File: src/rtl/transmit.sv
// transmit: buffered UART transmitter.
//   Bytes enter a 2^L-entry FIFO over a valid/ready handshake and are sent on
//   o_txd as start bit, 8 data bits LSB first, optional even parity, stop bit.
// Parameters:
//   D      - clock cycles per serial bit (>= 2)
//   L      - log2 of FIFO depth (>= 1)
//   PARITY - 0: 8N1 frames, 1: even-parity bit after the data bits
// Ports:
//   i_clk   - rising-edge clock
//   i_rst   - asynchronous active-low reset
//   i_data  - byte to send, taken when i_valid && o_ready
//   i_valid - i_data valid this cycle
//   o_ready - FIFO not full (from the registered count only)
//   o_txd   - registered serial line, idles high
//   o_busy  - registered, high whenever a frame is in progress
//   o_count - registered FIFO occupancy, 0..2^L
module transmit #(
  parameter int D      = 5,
  parameter int L      = 2,
  parameter int PARITY = 0
) (
  input  logic       i_clk,
  input  logic       i_rst,
  input  logic [7:0] i_data,
  input  logic       i_valid,
  output logic       o_ready,
  output logic       o_txd,
  output logic       o_busy,
  output logic [L:0] o_count
);

  localparam int            TW     = (D > 1) ? $clog2(D) : 1;
  localparam int            DEPTH  = 1 << L;
  localparam logic [TW-1:0] T_LAST = TW'(D - 1);
  localparam logic [L:0]    FULL   = (L + 1)'(DEPTH);

  typedef enum logic [2:0] {
    S_IDLE,
    S_START,
    S_DATA,
    S_PAR,
    S_STOP
  } state_t;

  state_t        state_q, state_d;
  logic [TW-1:0] timer_q, timer_d;
  logic [2:0]    bit_q, bit_d;
  logic [7:0]    byte_q, byte_d;
  logic          txd_d;
  logic          load;
  logic          push;
  logic          last;

  logic [7:0]    mem [DEPTH];
  logic [L-1:0]  wr_ptr, rd_ptr;

  // ---------------- FIFO ----------------
  assign o_ready = (o_count != FULL);
  assign push    = i_valid && o_ready;

  always_ff @(posedge i_clk) begin
    if (push) mem[wr_ptr] <= i_data;
  end

  always_ff @(posedge i_clk or negedge i_rst) begin
    if (!i_rst) begin
      wr_ptr  <= '0;
      rd_ptr  <= '0;
      o_count <= '0;
    end else begin
      if (push) wr_ptr <= wr_ptr + 1'b1;
      if (load) rd_ptr <= rd_ptr + 1'b1;
      case ({push, load})
        2'b10:   o_count <= o_count + 1'b1;
        2'b01:   o_count <= o_count - 1'b1;
        default: o_count <= o_count;
      endcase
    end
  end

  // ---------------- FSM: state register ----------------
  always_ff @(posedge i_clk or negedge i_rst) begin
    if (!i_rst) begin
      state_q <= S_IDLE;
      timer_q <= '0;
      bit_q   <= '0;
      byte_q  <= '0;
      o_txd   <= 1'b1;
      o_busy  <= 1'b0;
    end else begin
      state_q <= state_d;
      timer_q <= timer_d;
      bit_q   <= bit_d;
      byte_q  <= byte_d;
      o_txd   <= txd_d;
      o_busy  <= (state_d != S_IDLE);
    end
  end

  // ---------------- FSM: next state ----------------
  assign last = (timer_q == T_LAST);

  always_comb begin
    state_d = state_q;
    bit_d   = bit_q;
    load    = 1'b0;
    case (state_q)
      S_IDLE: begin
        if (o_count != '0) begin
          load    = 1'b1;
          state_d = S_START;
        end
      end
      S_START: begin
        if (last) begin
          state_d = S_DATA;
          bit_d   = '0;
        end
      end
      S_DATA: begin
        if (last) begin
          if (bit_q == 3'd7) state_d = (PARITY != 0) ? S_PAR : S_STOP;
          else               bit_d   = bit_q + 3'd1;
        end
      end
      S_PAR: begin
        if (last) state_d = S_STOP;
      end
      S_STOP: begin
        // A queued byte starts its start bit straight after the stop bit.
        if (last) begin
          if (o_count != '0) begin
            load    = 1'b1;
            state_d = S_START;
          end else begin
            state_d = S_IDLE;
          end
        end
      end
      default: state_d = S_IDLE;
    endcase

    if (state_q == S_IDLE || last) timer_d = '0;
    else                           timer_d = timer_q + 1'b1;

    byte_d = load ? mem[rd_ptr] : byte_q;
  end

  // ---------------- FSM: outputs ----------------
  // Line level is decoded from the upcoming state so o_txd can be registered
  // without a cycle of extra latency.
  always_comb begin
    txd_d = 1'b1;
    case (state_d)
      S_IDLE:  txd_d = 1'b1;
      S_START: txd_d = 1'b0;
      S_DATA:  txd_d = byte_d[bit_d];
      S_PAR:   txd_d = ^byte_d;
      S_STOP:  txd_d = 1'b1;
      default: txd_d = 1'b1;
    endcase
  end

endmodule

File: config.mk
export PLATFORM = sky130hd
export DESIGN_NAME = transmit
export DESIGN_NICKNAME = d
export VERILOG_FILES = /design/src/rtl/transmit.sv
export SDC_FILE = /design/constraint.sdc
export NUM_CORES = 1
export LEC_CHECK = 0
export ABC_AREA = 0
export BUFFER_PORTS_ARGS = -buffer_cell sky130_fd_sc_hd__buf_4
export CAP_MARGIN = 0
export CORE_ASPECT_RATIO = 1.25
export CORE_MARGIN = 1.5
export CORE_UTILIZATION = 40
export DETAILED_ROUTE_END_ITERATION = 10
export SYNTH_ARGS = -nofsm -noshare
export SYNTH_HDL_FRONTEND = slang
export SYNTH_SLANG_ARGS = --single-unit
File: constraint.sdc
create_clock -name i_clk -period 2.78 [get_ports i_clk]
set_input_delay 0.556 -clock i_clk [delete_from_list [all_inputs] [get_ports i_clk]]
set_output_delay 0.556 -clock i_clk [all_outputs]
set_load 0.005 [all_outputs]
==> flow_metrics.env <==
export IMPL_status="completed"
export IMPL_drt_pass1_iter_count=4
export IMPL_power_density_nw_per_um2=1190
export IMPL_hp_class="in2async"
export IMPL_num_antenna_cells=0
export IMPL_slew_violations=0
export IMPL_drive_gt1_share_pct=23.9
export IMPL_hpwl_mm=3.31
export IMPL_critPathLaunchType="flop"
export IMPL_die_w_um=77.4
export IMPL_p_sw_mw=1.28
export IMPL_drc=0
export IMPL_slew_headroom_pct=70.8
export IMPL_clockBufferDepth=2
export IMPL_vias=1623
export IMPL_wirelength_mm=4.72
export IMPL_numCtsBuffers=9
export IMPL_tritoncts="done"
export IMPL_ys_async_sr_fraction_pct=44.8
export IMPL_post_route_min_period_ns=2.52
export IMPL_initial_core_util_pct=41.7
export IMPL_io_pins=17
export IMPL_grt_pass1_vias=1659
export IMPL_synth_compound_area_share_pct=8.63
export IMPL_antenna_found_initial=0
export IMPL_swShare_pct=33.8
export IMPL_synthAdderAreaFrac_pct=4.34
export IMPL_vias_per_cell=5.19
export IMPL_synth_ff_type="edfxtp_1"
export IMPL_clock_latency_ns=0.34
export IMPL_syn_inst=198
export IMPL_finalNetCount=241
export IMPL_clock_root_buffer="clkbuf_8"
export IMPL_fin_crit_sh_pct=90.7
export IMPL_die_h_um=96.0
export IMPL_gp_congestion=0.837
export IMPL_vdd_ir_drop_max_mv=0.559
export IMPL_cp_max_fo=14
export IMPL_place_ws_ns=0.285
export IMPL_cts_setup_buffers=0
export IMPL_ctsHoldBuffers=0
export IMPL_cp_end_kind="flop"
export IMPL_seq_power_share_pct=37.3
export IMPL_synth_edf_count=32
export IMPL_yosys_top_cells_count="edfxtp_1 (32), dfrtp_1 (25), inv_1 (11)"
export IMPL_yosysMostFrequentCell="edfxtp_1"
export IMPL_worst_slew_pin_slew_ns=0.437
export IMPL_critPathKind="reg2reg"
export IMPL_grt_usage_pct=15.1
export IMPL_coreArea_um2=6650
export IMPL_fillers=572
export IMPL_synth_xor_area_share_pct=5.56
export IMPL_required_ns=3.04
export IMPL_power_leakage_nw=1.28
export IMPL_synth_mux_area_share_pct=11.1
export IMPL_drv_cap=0
export IMPL_rsz0062_at_grt="no"
export IMPL_synth_cell_types=51
export IMPL_port_buffers=16
export IMPL_cts_clk_slew_worst_paths_ns=0.07
export IMPL_die_area_um2=7440
export IMPL_hold_viol_final=0
export IMPL_synthTopCellsByArea="edfxtp_1 (35%), dfrtp_1 (23%), mux4_1 (3.8%), ha_1 (3.6%), mux4_2 (3.3%)"
export IMPL_ys_ff_latch=58
export IMPL_ctsResizeCount=0
export IMPL_crit_arrival_ns=2.78
export IMPL_overflow=0
export IMPL_synth_area_per_cell_um2=14.0
export IMPL_rows=33
export IMPL_p_clk_share_pct=22.3
export IMPL_grt_max_degree=27
export IMPL_synth_top_family_by_area="multiplexers"
export IMPL_dr_first_iter_drc_count=108
export IMPL_tns_ns=0
export IMPL_p_int_mw=2.52
export IMPL_syn_nets=218
export IMPL_ys_seq_area_share_pct=58.2
export IMPL_combPwrFrac_pct=40.5
export IMPL_syn_area_um2=2770
export IMPL_cts_htree_levels=3
export IMPL_wl_per_cell_um=15.1
export IMPL_area_growth_synth_to_final_pct=15.4
export IMPL_setup_viol=0
export IMPL_fmax_mhz=396
export IMPL_grt_pass1_wl_mm=8.11
export IMPL_post_synth_top_area_cell="edfxtp_1"
export IMPL_ant_nets=0
export IMPL_synth_top_area_share_pct=34.7
export IMPL_clock_sinks=58
export IMPL_final_setup_skew_ns=0.00915
export IMPL_fin_ws_ns=0.258
export IMPL_yosys_area_share_simple_pct=8.85
export IMPL_yosysWarnings=0
[through the flow]
step                      util, %  total power [mW]  hold slack (ns)  area (um^2)  cells
after floorplan                 -              2.61            0.260         2770    198
after global placement       44.8              2.97            0.447         2980    297
after detailed placement     44.8              2.97            0.455         2980    297
after CTS                    48.1              3.85            0.116         3200    313
after global routing         48.1              4.09            0.127         3200    313
final                        48.1              3.80            0.116         3200    313
[flip-flops by register name, indices dropped and copies added (netlist names)]
register / flops
bit_q: 3
byte_q: 8
mem: 32
o_busy: 1
o_count: 3
o_txd: 1
rd_ptr: 2
state_q: 3
timer_q: 3
wr_ptr: 2
[power by group through the flow]
stage	Clock, mW	Sequential (mW)	Combinational, mW
2_1_floorplan	0	1.33	1.28
3_3_place_gp	0	1.43	1.53
3_5_place_dp	0	1.43	1.54
4_1_cts	0.872	1.42	1.55
5_1_grt	0.910	1.46	1.72
6_report	0.847	1.42	1.54
[path summary, 6_finish.rpt]
| kind | start | endpoint | cells past startpoint | slack, ns |
|---|---|---|---|---|
| max | timer_q[0] | o_txd | 9 | 0.26 |
| min | i_rst | bit_q[2] | 1 | 0.12 |
| max reg2reg | timer_q[0] | o_txd | 9 | 0.26 |
| min reg2reg | timer_q[0] | timer_q[0] | 1 | 0.46 |
| max in group asynchronous | i_rst | o_txd | 1 | 2.37 |
| min in group i_clk | i_data[7] | mem[2][7] | 1 | 0.41 |
[metal layers]
metal | share of wire, % | GRT usage [%] | up-vias
met2 | 48 | 23.9 | 45
met4 | 3.0 | 8.33 | 0
met5 | 0 | 0 | -
met3 | 5.6 | 6.07 | 13
met1 | 43 | 17.7 | 778
li1 | - | - | 787
[kinds of logic (layout without fill, tap and decap cells)]
| group | count (synthesis) | count (layout) |
|---|---|---|
| simple gates | 44 | 44 |
| fa+ha+maj | 9 | 9 |
| xor+xnor | 16 | 16 |
| buf+inv | 19 | 47 |
| mux | 18 | 18 |
| flops | 58 | 58 |
| compound gates | 34 | 34 |
[placed cells by master, fill, tap and decap left out, drive strengths merged, types with 3 or more instances in the layout]
master  count
a21o        3
a21oi       3
a31oi       3
and3        6
buf        20
clkbuf      9
clkinv      3
dfrtp      25
edfxtp     32
ha          8
inv        11
mux2        7
mux2i       3
mux4        8
nand2       7
nand3       8
nor2        8
o21ai      10
xnor2       9
xor2        6
[layout make-up]
class | count | area, um^2 | area share (%)
clock buffer | 9 | 124 | 3.87
clock inverter | 7 | 93.8 | 2.94
inverter | 11 | 41.3 | 1.29
multi-input combinational | 121 | 1070 | 33.3
sequential | 58 | 1610 | 50.5
tap | 87 | 109 | 3.41
timing repair buffer | 20 | 150 | 4.70
[worst max-delay path, stage by stage (launching register included)]
cell      delay [ns]
dfrtp_1         0.40
inv_1           0.06
ha_1            0.31
a21bo_2         0.21
and3_1          0.28
buf_4           0.25
mux2_2          0.36
mux2_2          0.26
o211ai_1        0.18
o211ai_2        0.12
(Power assumes the default switching activity.)
